===== src/rtl/operand_entry.sv =====
// operand_entry: debounced load/clear buttons and synced switches sequence A, B, CarryIN into the adder.
// Latency: press event 2+DEBOUNCE_CYCLES cycles after a stable raw edge, registers update one cycle later.
// No backpressure (free-running user input); optional OPERAND_ENTRY_SUB_EN adds sub_mode for A-B entry.
module operand_entry #(
    parameter int DEBOUNCE_CYCLES = 250000,
    parameter int CNT_W           = 18
) (
    input  logic       clk,
    input  logic       rst,
    input  logic [3:0] sw,
    input  logic       btn_load,
    input  logic       btn_clear,
`ifdef OPERAND_ENTRY_SUB_EN
    input  logic       sub_mode,
`endif
    output logic [3:0] A,
    output logic [3:0] B,
    output logic       CarryIN,
    output logic       operands_valid,
    output logic       ready,
    output logic [1:0] state
);

    localparam logic [1:0] S_A    = 2'd0;
    localparam logic [1:0] S_B    = 2'd1;
    localparam logic [1:0] S_C    = 2'd2;
    localparam logic [1:0] S_DONE = 2'd3;

    localparam logic [CNT_W-1:0] CNT_MAX = CNT_W'(DEBOUNCE_CYCLES - 1);
    localparam logic [CNT_W-1:0] CNT_ONE = CNT_W'(1);

    // Button index 0 is load, index 1 is clear.
    logic [1:0]            btn_meta_q, btn_meta_d;
    logic [1:0]            btn_sync_q, btn_sync_d;
    logic [1:0]            acc_q, acc_d;
    logic [1:0][CNT_W-1:0] cnt_q, cnt_d;
    logic [1:0]            evt_q, evt_d;

    logic [3:0] sw_meta_q, sw_meta_d;
    logic [3:0] sw_sync_q, sw_sync_d;

`ifdef OPERAND_ENTRY_SUB_EN
    logic sub_meta_q, sub_meta_d;
    logic sub_sync_q, sub_sync_d;
`endif

    logic [1:0] state_q, state_d;
    logic [3:0] a_q, a_d;
    logic [3:0] b_q, b_d;
    logic       cin_q, cin_d;
    logic       valid_q, valid_d;
    logic       ready_q, ready_d;

    logic load_evt;
    logic clear_evt;

    always_comb begin
        btn_meta_d = {btn_clear, btn_load};
        btn_sync_d = btn_meta_q;
        sw_meta_d  = sw;
        sw_sync_d  = sw_meta_q;
`ifdef OPERAND_ENTRY_SUB_EN
        sub_meta_d = sub_mode;
        sub_sync_d = sub_meta_q;
`endif
        acc_d = acc_q;
        cnt_d = '0;
        evt_d = '0;
        // A level change is accepted only after it persists; only the rising acceptance is an event.
        for (int i = 0; i < 2; i++) begin
            if (btn_sync_q[i] != acc_q[i]) begin
                if (cnt_q[i] == CNT_MAX) begin
                    acc_d[i] = btn_sync_q[i];
                    evt_d[i] = btn_sync_q[i];
                end else begin
                    cnt_d[i] = cnt_q[i] + CNT_ONE;
                end
            end
        end
    end

    assign load_evt  = evt_q[0];
    assign clear_evt = evt_q[1];

    always_comb begin
        state_d = state_q;
        a_d     = a_q;
        b_d     = b_q;
        cin_d   = cin_q;
        valid_d = 1'b0;
        if (clear_evt) begin
            a_d     = 4'h0;
            b_d     = 4'h0;
            cin_d   = 1'b0;
            state_d = S_A;
        end else if (load_evt) begin
            case (state_q)
                S_A, S_DONE: begin
                    a_d     = sw_sync_q;
                    state_d = S_B;
                end
                S_B: begin
                    b_d     = sw_sync_q;
                    state_d = S_C;
                end
                S_C: begin
                    cin_d = sw_sync_q[0];
`ifdef OPERAND_ENTRY_SUB_EN
                    // Two's complement of B turns the adder into a subtractor.
                    if (sub_sync_q) begin
                        b_d   = ~b_q;
                        cin_d = 1'b1;
                    end
`endif
                    state_d = S_DONE;
                    valid_d = 1'b1;
                end
                default: state_d = S_A;
            endcase
        end
        ready_d = (state_d == S_DONE);
    end

    always_ff @(posedge clk or posedge rst) begin
        if (rst) begin
            btn_meta_q <= '0;
            btn_sync_q <= '0;
            acc_q      <= '0;
            cnt_q      <= '0;
            evt_q      <= '0;
            sw_meta_q  <= '0;
            sw_sync_q  <= '0;
`ifdef OPERAND_ENTRY_SUB_EN
            sub_meta_q <= 1'b0;
            sub_sync_q <= 1'b0;
`endif
            state_q    <= S_A;
            a_q        <= '0;
            b_q        <= '0;
            cin_q      <= 1'b0;
            valid_q    <= 1'b0;
            ready_q    <= 1'b0;
        end else begin
            btn_meta_q <= btn_meta_d;
            btn_sync_q <= btn_sync_d;
            acc_q      <= acc_d;
            cnt_q      <= cnt_d;
            evt_q      <= evt_d;
            sw_meta_q  <= sw_meta_d;
            sw_sync_q  <= sw_sync_d;
`ifdef OPERAND_ENTRY_SUB_EN
            sub_meta_q <= sub_meta_d;
            sub_sync_q <= sub_sync_d;
`endif
            state_q    <= state_d;
            a_q        <= a_d;
            b_q        <= b_d;
            cin_q      <= cin_d;
            valid_q    <= valid_d;
            ready_q    <= ready_d;
        end
    end

    assign A              = a_q;
    assign B              = b_q;
    assign CarryIN        = cin_q;
    assign operands_valid = valid_q;
    assign ready          = ready_q;
    assign state          = state_q;

endmodule

===== config.mk =====
export PLATFORM = sky130hd
export DESIGN_NAME = operand_entry
export DESIGN_NICKNAME = d
export VERILOG_FILES = /design/src/rtl/operand_entry.sv
export SDC_FILE = /design/constraint.sdc
export NUM_CORES = 1
export LEC_CHECK = 0
export BUFFER_PORTS_ARGS = -buffer_cell sky130_fd_sc_hd__buf_2
export CAP_MARGIN = 5
export CORE_MARGIN = 4
export CORE_UTILIZATION = 35
export CTS_CLUSTER_DIAMETER = 60
export CTS_CLUSTER_SIZE = 16
export DETAILED_ROUTE_END_ITERATION = 16
export SLEW_MARGIN = 0
export SYNTH_ARGS = -nofsm -noshare
export SYNTH_HDL_FRONTEND = slang
export SYNTH_SLANG_ARGS = --single-unit

===== constraint.sdc =====
create_clock -name clk -period 2.1 [get_ports clk]
set_clock_uncertainty 0.1 [all_clocks]
set_input_delay 0 -clock clk [delete_from_list [all_inputs] [get_ports clk]]
set_output_delay 0 -clock clk [all_outputs]
set_load 0.02 [all_outputs]

==> results of run 1 <==
## logic make-up after synthesis
logic type | synth area share [%]
adder cells (fa/ha/maj) | 2.231
AND/OR/NAND/NOR | 23.25
flip-flops | 58.01
AO/OA/AOI/OAI | 3.882
multiplexers | 1.160
XOR/XNOR | 9.683
buffers and inverters | 1.785
## routing by layer
layer	GRT usage (%)	wire length, µm
met5	0	0
met1	15.48	2463
met3	3.374	208
met4	6.070	130
met2	17.19	2176
## worst max-delay path, stage by stage, from the launching register on
cell	delay, ns
dfrtp_1	0.43
nor4_1	0.33
nand3_1	0.16
or4b_4	0.55
mux2_1	0.32
## area by class of cell
type | instances | area share [%]
Clock inverter | 7 | 2.120
Sequential cell | 65 | 48.35
Multi-Input combinational cell | 184 | 33.51
Inverter | 8 | 0.8925
Tap cell | 102 | 3.793
Clock buffer | 9 | 3.682
Timing Repair Buffer | 37 | 7.661
## worst paths after layout
| kind | endpoint | slack [ns] |
|---|---|---|
| worst min-delay path | A[1]$_DFFE_PP0P_ | 0.17 |
| worst max register to register | acc_q[1]$_DFFE_PP0P_ | 0.1 |
| min in group clk | btn_meta_q[1]$_DFF_PP0_ | 0.20 |
| worst min register to register | sw_sync_q[2]$_DFF_PP0_ | 0.25 |
| max in group asynchronous | CarryIN$_DFFE_PP0P_ | 1.13 |
| worst max-delay path | acc_q[1]$_DFFE_PP0P_ | 0.1 |
## cell usage after synthesis (2+ instances only)
master / n
dfrtp_1: 65
nor2_1: 39
xnor2_1: 23
nand3_1: 22
nand2_1: 20
a21oi_1: 13
nor4_1: 11
nand4_1: 10
inv_1: 8
xor2_1: 8
nor3_1: 6
ha_1: 5
nand2b_1: 3
o21ai_0: 3
or3_1: 3
and3_1: 2
clkbuf_1: 2
nor3b_1: 2
or4_1: 2
## sequential cells by signal, summed over array words and instances, names as in the netlist
name and flops:
cnt_q 36, A 4, B 4, sw_meta_q 4
sw_sync_q 4, acc_q 2, btn_meta_q 2, btn_sync_q 2
evt_q 2, state 2, CarryIN 1, operands_valid 1
ready 1
## what timing repair did
action	4_1_cts	5_1_grt
hold buffers	7	0
endpoints found under the hold margin	33	0
gates resized for setup	0	0
setup endpoints to repair	0	0
## stage by stage
stage	area (µm²)	cells	util, %	hold WS (ns)
2_1_floorplan	2804	261	-	-0.06857
3_3_place_gp	3099	389	39.90	0.0007132
3_5_place_dp	3099	389	39.90	0.009250
4_1_cts	3364	412	43.32	0.1820
5_1_grt	3364	412	43.32	0.2055
6_report	3364	412	43.32	0.1688
## where the power goes
group          switching, mW  total (mW)  internal, mW
logic                 0.0449      0.0783        0.0333
clock network          0.480        1.02         0.544
registers             0.0166        1.29          1.27
==> results_tabular.tex, run 1 <==
\begin{tabular}{lr}
\hline
Metric & Value \\
\hline
\multicolumn{2}{l}{\textbf{Status}} \\
Run status & finished, final reports clean \\
\multicolumn{2}{l}{\textbf{Critical path}} \\
Maximum fanout encountered on the critical timing path & 5 \\
Type of origin of the critical path & flip-flop \\
RR Startpoint & cnt\_q[28]\$\_DFF\_PP0\_ \\
Worst endpoint data arrival time & about 2.1 ns \\
Sort of element at the end of the critical path & flip-flop \\
Depth of the most critical reg-to-reg path & 4 \\
Start-to-end type of the worst setup path & flip-flop to flip-flop \\
Required time of the worst setup path & around 2.2 ns \\
Critical path origin & cnt\_q[28]\$\_DFF\_PP0\_ \\
\multicolumn{2}{l}{\textbf{Timing}} \\
Final min period & about 2 ns \\
Transition time of the tightest slew-check pin & slightly below 0.6 ns \\
Achievable clock frequency & 499.0 MHz \\
Accumulated negative setup slack & 0 ns \\
Setup violation total in the final timing report & 0 \\
Max transition margin & 60.66\% \\
Tcrit/Tclk final & between 90\% and 100\% \\
Unrepaired setup endpoints after global routing & false \\
Pins Over Slew Limit & 0 \\
Final Hold Violating Endpoints & 0 \\
Worst path setup slack after routing & between 0.09 and 0.1 ns \\
\multicolumn{2}{l}{\textbf{Floorplan}} \\
Die boundary height & 97.51 µm \\
Die area & between 0.009 and 0.01 mm² \\
Initial core utilization & between 30 and 40\% \\
Die outline width & about 100 µm \\
Core region area & around 0.0078 mm² \\
Io pins & 21 \\
Placement row count & 32 \\
\multicolumn{2}{l}{\textbf{Yosys}} \\
Area contributors post-synth & dfrtp\_1 58\%, xnor2\_1 7.2\%, nor2\_1 5.2\%, nand3\_1 3.9\%, nand2\_1 2.7\% \\
Top cell type by total area after synthesis & dfrtp\_1 \\
Yosys reg bits & 65 \\
Post-synth cell types & 33 \\
Post-synthesis net count & 274 \\
Fraction of synthesis flops using an asynchronous set or reset pin & 100.0\% \\
Number of synthesis warnings & 0 \\
Area share of the largest cell type after synthesis & 58.01\% \\
Most used flip-flop cell after synthesis & dfrtp\_1 \\
Syn\_area\_per\_cell & 10.74 µm² \\
Sequential fraction of the synthesis area & between 50\% and 60\% \\
Number of instances in the synthesized netlist & roughly 260 \\
Number of enable-type register cells in the synthesized netlist & 0 \\
Summed instance area of the synthesized netlist & around 0.0028 mm² \\
\multicolumn{2}{l}{\textbf{Cells and area}} \\
Layout Nets & between 300 and 400 \\
Multi-input combinational cell area & between 0.001 and 0.0015 mm² \\
\# diodes & 0 \\
Most common cell after layout, fill and taps aside & dfrtp\_1 \\
Layout cells sized above 1 & around 17\% \\
Area growth, synth to finish & 19.99\% \\
Number of inserted filler cells in the final layout & approximately 740 \\
Area taken by flip-flops and latches & between 0.0015 and 0.002 mm² \\
Top library cells by usage in the layout, fill and taps aside & 65 x dfrtp\_1, 39 x nor2\_1, 23 x xnor2\_1, 22 x nand3\_1 \\
\multicolumn{2}{l}{\textbf{Clocking}} \\
Maximum level of the CTS H-tree & 3 \\
Post-CTS setup repair buffer count & 0 \\
Clock edge transition at the registers on the reported setup and hold paths & 0.07 ns \\
Library cell used as clock root buffer & clkbuf\_8 \\
CTS Buffer Depth & 2 \\
Clock latency on the worst-skew pair & approximately 0.34 ns \\
TritonCTS clock tree & done \\
TritonCTS buffer count & 9 \\
Clock sink count & 65 \\
\multicolumn{2}{l}{\textbf{Global route}} \\
Number of global-route vias before repair & between 1500 and 2000 \\
Number of antenna violations at the first check in global routing & 0 \\
GRT Residual Overflow & 0 \\
First-pass GRT wire length & 9.004 mm \\
Pin count of the biggest net entering global routing & 39 \\
Total global routing track utilization & around an eighth \\
\multicolumn{2}{l}{\textbf{Routing}} \\
Routed wirelength normalized by instance count & 12.08 µm \\
DR vias/cell & 4.811 \\
DRC violation count after routing & 0 \\
DRC marker count from the first detailed-route iteration & 87 \\
DR pass1 iterations & 4 \\
Vias & between 1500 and 2000 \\
Antenna Nets Post-Route & 0 \\
Total wirelength of the detailed-routed design & between 4 and 5 mm \\
\multicolumn{2}{l}{\textbf{Power}} \\
Overall power & about 2.4 mW \\
Total power per unit cell area & $\sim$710 mW/mm² \\
Maximum vdd ir drop & 0.2247 mV \\
Total leakage power & 1.437 nW \\
\multicolumn{2}{l}{\textbf{Place}} \\
Pre-CTS WS & 0.1278 ns \\
Weighted congestion at the end of routability-driven global placement & slightly below 0.8 \\
Number of I/O port buffers & 20 \\
Placed wire-length estimate & about 3.4 mm \\
\multicolumn{2}{l}{\textbf{Worst hold path}} \\
Hold Path Class & input pin to asynchronous set/reset pin \\
\multicolumn{2}{l}{\textbf{Flow run}} \\
Maximum capacitance violations & 0 \\
\hline
\end{tabular}
No activity file was read; power rests on OpenSTA's default activity.
==> inputs of run 2 (changes only) <==
--- a/config.mk
+++ b/config.mk
@@ -7,6 +7,7 @@
 export LEC_CHECK = 0
 export BUFFER_PORTS_ARGS = -buffer_cell sky130_fd_sc_hd__buf_2
 export CAP_MARGIN = 5
+export CORE_ASPECT_RATIO = 1.25
 export CORE_MARGIN = 4
 export CORE_UTILIZATION = 35
 export CTS_CLUSTER_DIAMETER = 60
==> run 2 against run 1 <==
Against the previous run: wire length is 5.3% higher; core utilization shrank 0.059 points; clock power rose by 6%; first-iteration DRC count down 1.1%; clock-buffer cell count did not move; die area about the same; combinational power about the same; fmax is 2.0% higher; critical endpoint unchanged; register-to-register slack improved by 0.04 ns; setup slack improved by 0.040 ns; via count increased by 3.3%.
==> results_tabular.tex, run 2 (same netlist as run 1, synthesis figures left out) <==
\begin{tabular}{lr}
\hline
Metric & Value \\
\hline
\multicolumn{2}{l}{\textbf{Place}} \\
Post-placement cell area & 0.003098 mm² (about the same) \\
Placed cell count & 383 (-1.5\%) \\
Number of I/O port buffers & 20 (unchanged) \\
Placed wire-length estimate & 3.536 mm (+3.7\%) \\
Pre-CTS WS & 0.1423 ns (+0.01448 ns) \\
Weighted congestion at the end of routability-driven global placement & 0.7431 (-3.9\%) \\
\multicolumn{2}{l}{\textbf{Cells and area}} \\
Number of cells in the finished layout apart from fillers & 406 (-1.5\%) \\
Number of inserted filler cells in the final layout & 725 (-2.2\%) \\
Design Area, Final & 0.003371 mm² (+0.19\%) \\
Layout cells sized above 1 & 17.68\% (+0.27 points) \\
Layout Nets & 319 (+0.31\%) \\
Most common cell after layout, fill and taps aside & dfrtp\_1 \\
Register bank with the most flops & cnt\_q \\
Number of flip-flops in the largest register & 36 (unchanged) \\
\# diodes & 0 (unchanged) \\
Area growth, synth to finish & 20.21\% \\
Final cell utilization of the core & 43.26\% (-0.059 points) \\
Top library cells by usage in the layout, fill and taps aside & 65 x dfrtp\_1, 39 x nor2\_1, 23 x xnor2\_1, 22 x nand3\_1 \\
\multicolumn{2}{l}{\textbf{Timing}} \\
Final Hold Violating Endpoints & 0 (unchanged) \\
Pins Over Slew Limit & 0 (unchanged) \\
Accumulated negative setup slack & 0 ns (unchanged) \\
Transition time of the tightest slew-check pin & 0.4477 ns (-0.1415 ns) \\
Min Hold Slack & 0.1658 ns (-0.002978 ns) \\
Worst path setup slack after routing & 0.1357 ns (+0.03988 ns) \\
Max transition margin & 70.15\% (+9.5 points) \\
Setup violation total in the final timing report & 0 (unchanged) \\
Unrepaired setup endpoints after global routing & false \\
Final min period & 1.964 ns (-0.03988 ns) \\
Tcrit/Tclk final & 93.54\% (-1.9 points) \\
Achievable clock frequency & 509.1 MHz (+2.0\%) \\
\multicolumn{2}{l}{\textbf{Floorplan}} \\
Die outline width & 88.06 µm (-9.7\%) \\
Core region area & 0.007792 mm² (+0.32\%) \\
Die area & 0.009516 mm² (about the same) \\
Placement row count & 36 (+13\%) \\
Initial core utilization & 35.98\% (-0.12 points) \\
Io pins & 21 (unchanged) \\
Die boundary height & 108.1 µm (+11\%) \\
\multicolumn{2}{l}{\textbf{Clocking}} \\
Clock sink count & 65 (unchanged) \\
TritonCTS clock tree & done \\
TritonCTS buffer count & 9 (unchanged) \\
Maximum level of the CTS H-tree & 3 (unchanged) \\
Clock edge transition at the registers on the reported setup and hold paths & 0.08 ns (about the same) \\
Post-CTS setup repair buffer count & 0 (unchanged) \\
Library cell used as clock root buffer & clkbuf\_8 \\
CTS Buffer Depth & 2 (unchanged) \\
Clock latency on the worst-skew pair & 0.34 ns (about the same) \\
\multicolumn{2}{l}{\textbf{Routing}} \\
DRC violation count after routing & 0 (unchanged) \\
Routed wirelength normalized by instance count & 12.91 µm (+6.8\%) \\
Antenna Nets Post-Route & 0 (unchanged) \\
DR pass1 iterations & 4 (unchanged) \\
Vias & 2047 (+3.3\%) \\
DRC marker count from the first detailed-route iteration & 86 (-1.1\%) \\
Total wirelength of the detailed-routed design & 5.241 mm (+5.3\%) \\
DR vias/cell & 5.042 (+4.8\%) \\
\multicolumn{2}{l}{\textbf{Global route}} \\
Number of global-route vias before repair & 2076 (+6.7\%) \\
First-pass GRT wire length & 9.149 mm (+1.6\%) \\
GRT Residual Overflow & 0 (unchanged) \\
Pin count of the biggest net entering global routing & 66 (+69\%) \\
Number of antenna violations at the first check in global routing & 0 (unchanged) \\
Total global routing track utilization & 12.26\% (+0.62 points) \\
\multicolumn{2}{l}{\textbf{Critical path}} \\
Worst path cell trace & nor4\_1 > nand3\_1 > or4b\_4 > mux2\_1 \\
Master of the slowest instance on the critical path & or4b\_4 \\
Required time of the worst setup path & 2.23 ns (about the same) \\
Start-to-end type of the worst setup path & flip-flop to flip-flop \\
Worst endpoint data arrival time & 2.09 ns (-0.04 ns) \\
Sort of element at the end of the critical path & flip-flop \\
Type of origin of the critical path & flip-flop \\
Slowest Stage Delay on Critical Path & 0.56 ns (about the same) \\
Maximum fanout encountered on the critical timing path & 5 (unchanged) \\
\multicolumn{2}{l}{\textbf{Flow run}} \\
Maximum capacitance violations & 0 (unchanged) \\
\multicolumn{2}{l}{\textbf{Status}} \\
Run status & finished, final reports clean \\
\multicolumn{2}{l}{\textbf{Power}} \\
Total leakage power & 1.455 nW (+1.3\%) \\
Overall power & 2.450 mW (+2.5\%) \\
Total power per unit cell area & 726.9 mW/mm² (+2.3\%) \\
Maximum vdd ir drop & 0.3949 mV (+76\%) \\
\multicolumn{2}{l}{\textbf{Worst hold path}} \\
Hold Path Class & input pin to asynchronous set/reset pin \\
\hline
\end{tabular}
[run 2: layer usage]
metal / GRT usage [%] / vias up / part of all wire, % / wire, µm
li1: - / 992 / - / -
met1: 14.15 / 992 / 43 / 2274
met2: 20.42 / 49 / 50 / 2631
met3: 3.811 / 14 / 4.5 / 238
met4: 6.048 / 0 / 1.9 / 97
met5: 0 / - / 0 / 0
[run 2: report_power, final]
part	internal [mW]	leakage [nW]	switching, mW	total [mW]
Sequential	1.27	0.876	0.0160	1.29
Clock	0.560	0.104	0.524	1.08
Combinational	0.0335	0.475	0.0449	0.0784
Total	1.87	1.45	0.585	2.45
[run 2: worst paths after layout]
check,to,slack (ns),cells after the start,from
worst min-delay path,cnt_q[32]$_DFF_PP0_,0.17,4,rst
max in group asynchronous,cnt_q[2]$_DFF_PP0_,1.46,4,rst
worst min register to register,btn_sync_q[1]$_DFF_PP0_,0.25,0,btn_meta_q[1]$_DFF_PP0_
min in group clk,sw_meta_q[0]$_DFF_PP0_,0.19,2,sw[0]
worst max-delay path,acc_q[1]$_DFFE_PP0P_,0.14,4,cnt_q[28]$_DFF_PP0_
worst max register to register,acc_q[1]$_DFFE_PP0P_,0.14,4,cnt_q[28]$_DFF_PP0_
[run 2: repair_timing]
| item | CTS | global route |
|---|---|---|
| endpoints found under the hold margin | 71 | 0 |
| gates resized for setup | 0 | 0 |
| hold buffers | 7 | 0 |
| endpoints found under the setup margin | 0 | 0 |
[run 2: final cells by class]
| class | instances | area [µm²] | share of cell area (%) |
|---|---|---|---|
| sequential | 65 | 1627 | 48.26 |
| multi-input combinational | 184 | 1127 | 33.44 |
| timing repair buffer | 38 | 265.3 | 7.869 |
| clock buffer | 9 | 123.9 | 3.675 |
| tap | 95 | 118.9 | 3.526 |
| clock inverter | 7 | 78.83 | 2.339 |
| inverter | 8 | 30.03 | 0.8909 |
[run 2: worst max-delay path: cells and delay by family, from the launching register on]
family           cells  cell delay, ns
DFF                  1            0.43
muxes                1            0.32
and+or+nand+nor      3            1.00
